$ cat src/rtl/uart_tx_ctrl_pkg.sv
// +----------------------------------------------------------------------+
// | uart_tx_pkg : shared types and constants for the UART TX controller  |
// | Rev 1.0                                                              |
// +----------------------------------------------------------------------+
`default_nettype none

package uart_tx_pkg;

  localparam int DATA_BITS = 8;
  localparam int BIT_CNT_W = 4;

  localparam logic EVEN = 1'b0;
  localparam logic ODD  = 1'b1;

  typedef enum logic [2:0] {
    IDLE   = 3'd0,
    START  = 3'd1,
    DATA   = 3'd2,
    PARITY = 3'd3,
    STOP   = 3'd4
  } tx_state_e;

endpackage

`default_nettype wire

$ cat src/rtl/uart_tx_ctrl_if.sv
// +----------------------------------------------------------------------+
// | uart_tx_ctrl_if : controller <-> serializer handshake                |
// | Rev 1.0                                                              |
// +----------------------------------------------------------------------+
`default_nettype none

interface uart_tx_ctrl_if;

  logic ser_out;
  logic ser_done;
  logic load;
  logic send;
  logic dont_latch;

  modport master (
    input  ser_out,
    input  ser_done,
    output load,
    output send,
    output dont_latch
  );

  modport slave (
    output ser_out,
    output ser_done,
    input  load,
    input  send,
    input  dont_latch
  );

endinterface

`default_nettype wire

$ cat src/rtl/uart_tx_ctrl_parity_calc.sv
// +----------------------------------------------------------------------+
// | parity_calc : parity bit for one payload byte (even/odd selectable)  |
// | Rev 1.0                                                              |
// +----------------------------------------------------------------------+
`default_nettype none

module parity_calc
  import uart_tx_pkg::*;
(
  input  logic [DATA_BITS-1:0] p_data_i,
  input  logic                 par_typ_i,
  output logic                 par_bit_o
);

  // Even parity makes the total count of ones even; odd inverts that.
  assign par_bit_o = (^p_data_i) ^ (par_typ_i == ODD);

endmodule

`default_nettype wire

$ cat src/rtl/uart_tx_ctrl.sv
// +----------------------------------------------------------------------+
// | uart_tx_ctrl : UART transmit framing FSM and serial line mux         |
// | Rev 1.0                                                              |
// +----------------------------------------------------------------------+
`default_nettype none

module uart_tx_ctrl
  import uart_tx_pkg::*;
#(
  parameter int STOP_BITS = 1
) (
  input  logic                 CLK,
  input  logic                 RST,
  input  logic                 DATA_VALID,
  input  logic [DATA_BITS-1:0] P_DATA,
  input  logic                 PAR_EN,
  input  logic                 PAR_TYP,
  uart_tx_ctrl_if.master       ser,
  output logic                 TX_OUT,
  output logic                 busy,
  output logic                 FRAME_ERR
);

  localparam logic [BIT_CNT_W-1:0] LAST_BIT  = BIT_CNT_W'(DATA_BITS - 1);
  localparam logic                 LAST_STOP = 1'(STOP_BITS - 1);

  tx_state_e            state_q;
  logic [BIT_CNT_W-1:0] bit_cnt_q;
  logic                 stop_cnt_q;
  logic                 par_en_q;
  logic                 par_typ_q;
  logic                 par_q;
  logic                 frame_err_q;

  logic w_par_bit;
  logic w_last_stop;
  logic w_accept_win;
  logic w_accept;
  logic unused_par_typ;

  parity_calc u_parity_calc (
    .p_data_i  (P_DATA),
    .par_typ_i (PAR_TYP),
    .par_bit_o (w_par_bit)
  );

  // The last stop cycle doubles as an accept slot so frames can abut.
  assign w_last_stop  = (state_q == STOP) && (stop_cnt_q == LAST_STOP);
  assign w_accept_win = (state_q == IDLE) || w_last_stop;
  assign w_accept     = w_accept_win && DATA_VALID;

  assign ser.load       = w_accept && RST;
  assign ser.dont_latch = !w_accept_win;
  assign ser.send       = (state_q == DATA);

  assign busy           = (state_q != IDLE);
  assign FRAME_ERR      = frame_err_q;
  assign unused_par_typ = par_typ_q;

  always_ff @(posedge CLK or negedge RST) begin
    if (!RST) begin
      state_q     <= IDLE;
      bit_cnt_q   <= '0;
      stop_cnt_q  <= 1'b0;
      par_en_q    <= 1'b0;
      par_typ_q   <= 1'b0;
      par_q       <= 1'b0;
      frame_err_q <= 1'b0;
    end else begin
      if (w_accept) begin
        par_en_q  <= PAR_EN;
        par_typ_q <= PAR_TYP;
        par_q     <= w_par_bit;
      end

      case (state_q)
        IDLE: begin
          if (w_accept) begin
            state_q <= START;
          end
        end

        START: begin
          bit_cnt_q <= '0;
          state_q   <= DATA;
        end

        DATA: begin
          bit_cnt_q <= bit_cnt_q + 1'b1;
          if (ser.ser_done) begin
            stop_cnt_q <= 1'b0;
            state_q    <= par_en_q ? PARITY : STOP;
          end else if (bit_cnt_q == LAST_BIT) begin
            // Serializer never signalled completion: flag it, drop parity.
            frame_err_q <= 1'b1;
            stop_cnt_q  <= 1'b0;
            state_q     <= STOP;
          end
        end

        PARITY: begin
          stop_cnt_q <= 1'b0;
          state_q    <= STOP;
        end

        STOP: begin
          if (w_last_stop) begin
            state_q <= w_accept ? START : IDLE;
          end else begin
            stop_cnt_q <= stop_cnt_q + 1'b1;
          end
        end

        default: begin
          state_q <= IDLE;
        end
      endcase
    end
  end

  always_comb begin
    TX_OUT = 1'b1;
    case (state_q)
      START:   TX_OUT = 1'b0;
      DATA:    TX_OUT = ser.ser_out;
      PARITY:  TX_OUT = par_q;
      default: TX_OUT = 1'b1;
    endcase
  end

endmodule

`default_nettype wire

$ cat src/flat_wrapper.sv
// flat-port wrapper written by rule: the top's interface ports become plain ports
module uart_tx_ctrl_flat import uart_tx_pkg::*;
#(
  parameter int STOP_BITS = 1
)
  (CLK, RST, DATA_VALID, P_DATA, PAR_EN, PAR_TYP, TX_OUT, busy, FRAME_ERR, ser_ser_out, ser_ser_done, ser_load, ser_send, ser_dont_latch);
  uart_tx_ctrl_if ser_i ();
  input  logic CLK;
  input  logic RST;
  input  logic DATA_VALID;
  input  logic [DATA_BITS-1:0] P_DATA;
  input  logic PAR_EN;
  input  logic PAR_TYP;
  output logic TX_OUT;
  output logic busy;
  output logic FRAME_ERR;
  input wire logic [$bits(ser_i.ser_out)-1:0] ser_ser_out;
  input wire logic [$bits(ser_i.ser_done)-1:0] ser_ser_done;
  output wire logic [$bits(ser_i.load)-1:0] ser_load;
  output wire logic [$bits(ser_i.send)-1:0] ser_send;
  output wire logic [$bits(ser_i.dont_latch)-1:0] ser_dont_latch;
  assign ser_i.ser_out = ser_ser_out;
  assign ser_i.ser_done = ser_ser_done;
  assign ser_load = ser_i.load;
  assign ser_send = ser_i.send;
  assign ser_dont_latch = ser_i.dont_latch;
  uart_tx_ctrl #(.STOP_BITS(STOP_BITS)) u_core (.CLK(CLK), .RST(RST), .DATA_VALID(DATA_VALID), .P_DATA(P_DATA), .PAR_EN(PAR_EN), .PAR_TYP(PAR_TYP), .ser(ser_i), .TX_OUT(TX_OUT), .busy(busy), .FRAME_ERR(FRAME_ERR));
endmodule
$ cat config.mk
export PLATFORM = sky130hd
export DESIGN_NAME = uart_tx_ctrl_flat
export DESIGN_NICKNAME = d
export VERILOG_FILES = /design/src/rtl/uart_tx_ctrl_pkg.sv /design/src/rtl/uart_tx_ctrl_if.sv /design/src/rtl/uart_tx_ctrl_parity_calc.sv /design/src/rtl/uart_tx_ctrl.sv /design/src/flat_wrapper.sv
export SDC_FILE = /design/constraint.sdc
export NUM_CORES = 1
export LEC_CHECK = 0
export ABC_AREA = 0
export BUFFER_PORTS_ARGS = -buffer_cell sky130_fd_sc_hd__buf_4
export CORE_MARGIN = 8
export CORE_UTILIZATION = 49
export DETAILED_ROUTE_END_ITERATION = 16
export PLACE_DENSITY = 0.81
export SYNTH_ARGS = -nofsm -noshare
export SYNTH_HDL_FRONTEND = slang
export SYNTH_SLANG_ARGS = --single-unit
export TNS_END_PERCENT = 10
$ cat constraint.sdc
create_clock -name CLK -period 1.7 [get_ports CLK]
set_clock_uncertainty 0.05 [all_clocks]
set_input_delay 0.51 -clock CLK [delete_from_list [all_inputs] [get_ports CLK]]
set_output_delay 0.51 -clock CLK [all_outputs]
set_load 0.01 [all_outputs]
==> summary.json, run 1 <==
{
  "worst_setup_path": {
    "setup.worst_path.class": "reg -> out",
    "worst-path-max-fanout": 4,
    "critPathRequiredTime_ns": 1.14,
    "ff2ff_path_depth": 4,
    "timing.critical_path.arrival_ns": 1.29,
    "worstSetupStartpointType": "flip-flop",
    "worst_case_register_to_register_setup_slack_ns": 0.15,
    "critPathCaptureType": "primary output"
  },
  "place": {
    "placedInstanceArea_sq_um": 930,
    "dp.final_hpwl_mm": 1.43,
    "dp_slack_ns": -0.00216,
    "port_buffers": 20,
    "globalplace.congestion": 0.847,
    "place.detailed.instances": 121
  },
  "cts": {
    "clk_root_buffer_cell": "clkbuf_4",
    "cts_made_buffers": 3,
    "holdBufCountCts": 0,
    "cts.reportedPaths.clkPinSlew_ns": 0.08,
    "worst_skew_pair.late_latency_ns": 0.28,
    "tritoncts_clock_tree": "done",
    "max-clock-path-buffers": 2,
    "cts.sink_count": 11,
    "ctsHtreeMaxLevel": 1
  },
  "status": {
    "failed_checks": "negative setup slack",
    "run_status": "complete, but fails checks"
  },
  "power_and_ir_drop": {
    "irDropWorstVdd_mv": 0.957,
    "cellPowerDensity_nw_per_um2": 1520,
    "cellLeakagePower_uw": 0.000483
  },
  "timing": {
    "fin_crit_ns": 1.85,
    "report.final.slew_viol_count": 0,
    "report.final.setup_viol": 5,
    "tightest_slew_ns": 0.268,
    "layout_worst_path_cycle_share_pct": 109,
    "timing.slew.headroom_pct": 81.9,
    "final.setup.tns_ns": -0.529,
    "timing.fmax_ghz": 0.542,
    "setup_ws_ns": -0.146,
    "rsz0062_at_grt": "yes",
    "final_hold_viol_count": 0
  },
  "floorplan": {
    "initial_core_util_pct": 53.5,
    "placement_rows": 13,
    "die_width_um": 54.2,
    "coreArea_sq_um": 1330,
    "design.portCount": 21,
    "fp.dieArea_sq_um": 2930,
    "height_of_the_chip_um": 54.2
  },
  "cells_and_area": {
    "finish.instance_area_sq_um": 1010,
    "final_nets": 129,
    "antenna_cells": 0,
    "fin_cells": 127,
    "areaGrowthSynthToFinish_pct": 41.8,
    "post_route_cells_drive_above_1_share_pct": 42.0
  },
  "synth": {
    "ys_ff_latch": 11,
    "syn_area_per_cell_sq_um": 8.91,
    "synth_cells": 80,
    "ys.warnings.count": 0,
    "synth.cell_area_sq_um": 713,
    "synth-async-reset-ratio_pct": 100,
    "synth.net_count": 96,
    "synth_edf_count": 0,
    "synth-seq-area-share_pct": 38.6,
    "synthFlopType": "dfrtp_1",
    "yosysUniqueCellTypes": 34
  },
  "routing": {
    "routed-wl-met3_um": 85,
    "vias": 697,
    "drt-met1-wl_um": 832,
    "route.detailed.vias_per_inst": 5.49,
    "wl_per_cell_um": 15.5,
    "route.met2.wl_mm": 1.04,
    "detail_route.drc_violations": 0,
    "highest-signal-layer": "met4",
    "detailedRoute.firstPassIterationCount": 4,
    "initialDrtViolationCount": 5,
    "final_antenna_net_count": 0,
    "route.final.wire_length_mm": 1.97
  },
  "min_path": {
    "hold_path.class": "in -> async"
  },
  "global_routing": {
    "grt_pass1_wl_mm": 3.22,
    "number_of_global_route_vias_before_repair": 732,
    "grt_antenna_before_repair": 0,
    "grt_start_max_net_pins": 14,
    "gr-total-overflow": 0,
    "global_route_usage_over_all_layers_pct": 15.1
  },
  "run": {
    "timing.max_cap.violations": 0
  }
}
[path summary, 6_finish.rpt]
check	start	end
worst max register to register	u_core.state_q[0]$_DFFE_PN0P_	u_core.state_q[2]$_DFFE_PN0P_
max in group asynchronous	RST	u_core.state_q[2]$_DFFE_PN0P_
worst max-delay path	u_core.state_q[0]$_DFFE_PN0P_	TX_OUT
worst min register to register	u_core.FRAME_ERR$_DFFE_PN0P_	u_core.FRAME_ERR$_DFFE_PN0P_
worst min-delay path	RST	u_core.bit_cnt_q[3]$_DFFE_PN0P_
min in group CLK	PAR_EN	u_core.par_en_q$_DFFE_PN0N_
[metal layers]
layer / vias up / global-route usage (%)
met5: - / 0
met4: 0 / 4.10
met3: 2 / 6.89
met2: 14 / 26.0
met1: 336 / 16.4
li1: 345 / -
[synthesized netlist by cell type, types with 2 or more instances]
cell type / number / area share (%)
inv_2: 2 / 1.1
nor3_1: 2 / 1.4
a22oi_1: 2 / 2.1
xnor2_1: 4 / 4.9
nor2_1: 4 / 2.1
nor2b_1: 2 / 1.8
o21ai_1: 5 / 3.5
o21ai_0: 5 / 3.5
a21oi_1: 7 / 4.9
xor2_1: 2 / 2.5
nand2_1: 9 / 4.7
nand3_1: 3 / 2.1
inv_1: 2 / 1.1
dfrtp_1: 11 / 39
[per-stage QoR]
step,hold WS [ns],util (%),power [uW]
3_3_place_gp,0.395,69.7,1190
2_1_floorplan,0.164,-,894
4_1_cts,0.104,75.8,1520
3_5_place_dp,0.404,69.7,1220
6_report,0.0955,75.8,1540
5_1_grt,0.0974,75.8,1660
[cells in the final DEF, fill, tap and decap left out, types with 2 or more instances in the layout]
cell	instances
buf_4	28
a22oi_1	2
o21ai_1	5
inv_2	2
buf_6	3
o21ai_0	5
dfrtp_1	8
nor3_2	2
xor2_1	2
dfrtp_2	3
clkbuf_4	3
nand3_1	2
inv_1	2
xnor2_1	4
nor2_1	3
a21oi_1	7
nand2_1	8
nor2b_1	2
[flip-flops by register name, indices dropped and copies added (netlist names)]
signal             count
u_core.stop_cnt_q      1
u_core.par_en_q        1
u_core.bit_cnt_q       4
u_core.FRAME_ERR       1
u_core.par_q           1
u_core.state_q         3
[timing repair]
item                       in CTS  in global routing
cloned                          0                  0
buffers inserted                2                  0
pin swaps                       2                  0
resized for setup              12                  0
setup endpoints to repair       5                  5
[cell families after synthesis]
kind of cell	share of synthesized area, %
XOR/XNOR	10.5
adder cells (fa/ha/maj)	1.75
flip-flops	38.6
AO/OA/AOI/OAI	18.8
AND/OR/NAND/NOR	21.8
multiplexers	3.68
buffers and inverters	4.91
[critical path: stages (launching register included)]
cell and delay, ns:
dfrtp_2 0.45, nor3_2 0.15, a21oi_1 0.05, or2_1 0.22
buf_6 0.12
[final cells by class]
type / instances / area, sq um
multi-input cells: 62 / 428
fillers: 102 / 323
inverters: 4 / 15.0
well taps: 15 / 18.8
flip-flops and latches: 11 / 279
repair buffers: 31 / 244
clock buffers: 4 / 26.3
[where the power goes]
part / switching [uW] / internal, uW
combinational: 421 / 467
sequential: 111 / 348
clock: 99.3 / 91.2
total: 631 / 906
(Power assumes the default switching activity.)
==> run 2: changes to the inputs <==
clock period = 1.8 ns   (was 1.7 ns; I/O delays follow)
==> run 2 against run 1 <==
  * The run still ends with negative setup slack left
  * Largest cell class unchanged
  * Final cell count shrank 3.1%
  * Die area unchanged
  * Flip-flop and latch count unchanged
  * Register-to-register slack improved by 0.12 ns
  * Highest routed layer unchanged
  * Sequential power down 4%
  * First-iteration DRC count increased to 6.8 times the previous value
==> summary.json, run 2 (synthesis gave the netlist of run 1 again) <==
{
  "timing": {
    "setup_ws": {"value": -0.0624, "unit": "ns", "change": "was -0.146 ns"},
    "layout_worst_path_cycle_share_pct": 103,
    "timing.slew.headroom": {"value": 81.4, "unit": "%", "change": "was 81.9%"},
    "final_hold_viol_count": {"value": 0, "change": "unchanged"},
    "fin_worst_hold_slack": {"value": 0.138, "unit": "ns", "change": "was 0.0955 ns"},
    "report.final.slew_viol_count": {"value": 0, "change": "unchanged"},
    "tightest_slew": {"value": 0.276, "unit": "ns", "change": "was 0.268 ns"},
    "report.final.setup_viol": {"value": 3, "change": "was 5"},
    "timing.fmax_ghz": 0.537,
    "rsz0062_at_grt": {"value": "yes", "change": "unchanged"},
    "fin_crit_ns": 1.86
  },
  "global_routing": {
    "global_route_usage_over_all_layers": {"value": 13.9, "unit": "%", "change": "was 15.1%"},
    "grt_pass1_wl": {"value": 2.97, "unit": "mm", "change": "was 3.22 mm"},
    "grt_start_max_net_pins": {"value": 14, "change": "unchanged"},
    "gr-total-overflow": {"value": 0, "change": "unchanged"},
    "grt_antenna_before_repair": {"value": 0, "change": "unchanged"},
    "number_of_global_route_vias_before_repair": {"value": 671, "change": "was 732"}
  },
  "cells_and_area": {
    "mostFrequentLayoutCell": {"value": "buf_4", "change": "unchanged"},
    "mostFrequentLayoutCells": {"value": "26 x buf_4, 9 x nand2_1, 8 x dfrtp_1, 7 x a21oi_1", "change": "was 28 x buf_4, 8 x nand2_1, 8 x dfrtp_1, 7 x a21oi_1"},
    "max_reg_flops": {"value": 4, "change": "unchanged"},
    "top_register": {"value": "u_core.bit_cnt_q", "change": "unchanged"},
    "post_route_cells_drive_above_1_share": {"value": 38.0, "unit": "%", "change": "was 42.0%"},
    "top_flop_regs": {"value": "u_core.bit_cnt_q: 4 flops, u_core.state_q: 3 flops", "change": "unchanged"},
    "final_nets": {"value": 125, "change": "was 129"},
    "fin_cells": {"value": 123, "change": "was 127"},
    "areaGrowthSynthToFinish": {"value": 36.1, "unit": "%", "change": "was 41.8%"},
    "finish.instance_area": {"value": 971, "unit": "sq um", "change": "was 1010 sq um"},
    "antenna_cells": {"value": 0, "change": "unchanged"}
  },
  "status": {
    "failed_checks": {"value": "negative setup slack", "change": "unchanged"},
    "run_status": {"value": "complete, but fails checks", "change": "unchanged"}
  },
  "cts": {
    "worst_skew_pair.late_latency": {"value": 0.27, "unit": "ns", "change": "was 0.28 ns"},
    "cts.repair_timing.setup_buffer_count": {"value": 0, "change": "was 2"},
    "clk_root_buffer_cell": {"value": "clkbuf_4", "change": "unchanged"},
    "cts_made_buffers": {"value": 3, "change": "unchanged"},
    "tritoncts_clock_tree": {"value": "done", "change": "unchanged"},
    "ctsHtreeMaxLevel": {"value": 1, "change": "unchanged"},
    "cts.reportedPaths.clkPinSlew": {"value": 0.07, "unit": "ns", "change": "was 0.08 ns"},
    "cts.sink_count": {"value": 11, "change": "unchanged"},
    "max-clock-path-buffers": {"value": 2, "change": "unchanged"}
  },
  "routing": {
    "initialDrtViolationCount": {"value": 34, "change": "was 5"},
    "detail_route.drc_violations": {"value": 0, "change": "unchanged"},
    "vias": {"value": 706, "change": "was 697"},
    "final_antenna_net_count": {"value": 0, "change": "unchanged"},
    "wl_per_cell": {"value": 14.9, "unit": "um", "change": "was 15.5 um"},
    "route.detailed.vias_per_inst": {"value": 5.74, "change": "was 5.49"},
    "route.final.wire_length": {"value": 1.84, "unit": "mm", "change": "was 1.97 mm"},
    "detailedRoute.firstPassIterationCount": {"value": 4, "change": "unchanged"}
  },
  "floorplan": {
    "height_of_the_chip": {"value": 54.2, "unit": "um", "change": "unchanged"},
    "coreArea": {"value": 1330, "unit": "sq um", "change": "unchanged"},
    "die_width": {"value": 54.2, "unit": "um", "change": "unchanged"},
    "placement_rows": {"value": 13, "change": "unchanged"},
    "design.portCount": {"value": 21, "change": "unchanged"},
    "fp.dieArea": {"value": 2930, "unit": "sq um", "change": "unchanged"},
    "initial_core_util": {"value": 53.5, "unit": "%", "change": "unchanged"}
  },
  "worst_setup_path": {
    "critPathRequiredTime": {"value": 1.21, "unit": "ns", "change": "was 1.14 ns"},
    "worstSetupStartpointType": {"value": "flip-flop", "change": "unchanged"},
    "ff2ff_path_depth": {"value": 4, "change": "unchanged"},
    "worst-path-max-fanout": {"value": 4, "change": "unchanged"},
    "r2r_start": {"value": "u_core.state_q[0]$_DFFE_PN0P_", "change": "unchanged"},
    "reg2reg_to": {"value": "u_core.state_q[2]$_DFFE_PN0P_", "change": "unchanged"},
    "setup.worst_path.class": {"value": "reg -> out", "change": "unchanged"},
    "critPathCaptureType": {"value": "primary output", "change": "unchanged"},
    "worst_case_register_to_register_setup_slack": {"value": 0.27, "unit": "ns", "change": "was 0.15 ns"},
    "crit_path_start": {"value": "u_core.state_q[0]$_DFFE_PN0P_", "change": "unchanged"},
    "critPathCapture": {"value": "TX_OUT", "change": "unchanged"},
    "timing.critical_path.arrival": {"value": 1.27, "unit": "ns", "change": "was 1.29 ns"}
  },
  "power_and_ir_drop": {
    "irDropWorstVdd": {"value": 0.971, "unit": "mV", "change": "was 0.957 mV"},
    "report.power.total": {"value": 1350, "unit": "uW", "change": "was 1540 uW"},
    "cellLeakagePower": {"value": 0.000460, "unit": "uW", "change": "was 0.000483 uW"},
    "cellPowerDensity": {"value": 1390, "unit": "nW/um^2", "change": "was 1520 nW/um^2"}
  },
  "min_path": {
    "hold_path.class": {"value": "in -> async", "change": "unchanged"}
  },
  "place": {
    "globalplace.congestion": {"value": 0.858, "change": "was 0.847"},
    "placedInstanceArea": {"value": 915, "unit": "sq um", "change": "was 930 sq um"},
    "place.detailed.instances": {"value": 119, "change": "was 121"},
    "dp.final_hpwl": {"value": 1.43, "unit": "mm", "change": "about the same"},
    "port_buffers": {"value": 20, "change": "unchanged"},
    "dp_slack": {"value": 0.0419, "unit": "ns", "change": "was -0.00216 ns"}
  },
  "run": {
    "timing.max_cap.violations": {"value": 0, "change": "unchanged"}
  }
}
-- run 2: cell count changes in the layout (fill, tap and decap cells not counted), sizes merged --
cell,before,now
buf,31,27
-- run 2: worst min path at each step --
stage	start	end	slack, ns	depth (start not counted)
finish	RST	u_core.par_q$_DFFE_PN0N_	0.14	2
global placement	u_core.FRAME_ERR$_DFFE_PN0P_	u_core.FRAME_ERR$_DFFE_PN0P_	0.40	2
detailed placement	u_core.FRAME_ERR$_DFFE_PN0P_	u_core.FRAME_ERR$_DFFE_PN0P_	0.42	2
floorplan	RST	u_core.FRAME_ERR$_DFFE_PN0P_	0.19	0
global route	RST	u_core.par_q$_DFFE_PN0N_	0.14	2
CTS	RST	u_core.par_en_q$_DFFE_PN0N_	0.14	2
-- run 2: repair_timing --
action | 4_1_cts | 5_1_grt
hold buffers | 0 | 0
pin swaps | 1 | 0
endpoints found under the setup margin | 4 | 4
gates resized for setup | 8 | 1
-- run 2: worst max-delay path, cell delays in order, from the launching register on --
cell     delay [ns]
dfrtp_2        0.45
nor3_2         0.16
a21oi_1        0.05
or2_1          0.22
buf_6          0.12
-- run 2: area by class of cell --
| cell class | count | area [sq um] |
|---|---|---|
| multi-input cells | 62 | 425 |
| fillers | 111 | 363 |
| flip-flops and latches | 11 | 279 |
| repair buffers | 27 | 206 |
| clock buffers | 4 | 26.3 |
| well taps | 15 | 18.8 |
| inverters | 4 | 15.0 |
-- run 2: report_power, final --
group	switching [uW]	leakage [uW]	internal (uW)	total, uW
clock network	84.8	0.0000150	86.0	171
registers	114	0.000135	328	442
logic	362	0.000309	377	739
-- run 2: metal layers --
| metal | share of wire [%] | track usage, % | vias to the layer above | wire length [um] |
|---|---|---|---|---|
| met2 | 53 | 22.5 | 23 | 967 |
| met5 | 0 | 0 | - | 0 |
| met3 | 5.7 | 5.79 | 2 | 105 |
| li1 | - | - | 339 | - |
| met1 | 41 | 17.1 | 342 | 754 |
| met4 | 0.44 | 2.46 | 0 | 8 |
-- run 2: stage by stage --
step                      util (%)  setup TNS (ns)
after floorplan                  -               0
after global placement        68.6               0
after detailed placement      68.6               0
after CTS                     72.4          -0.197
after global routing          72.8          -0.375
final                         72.8          -0.129
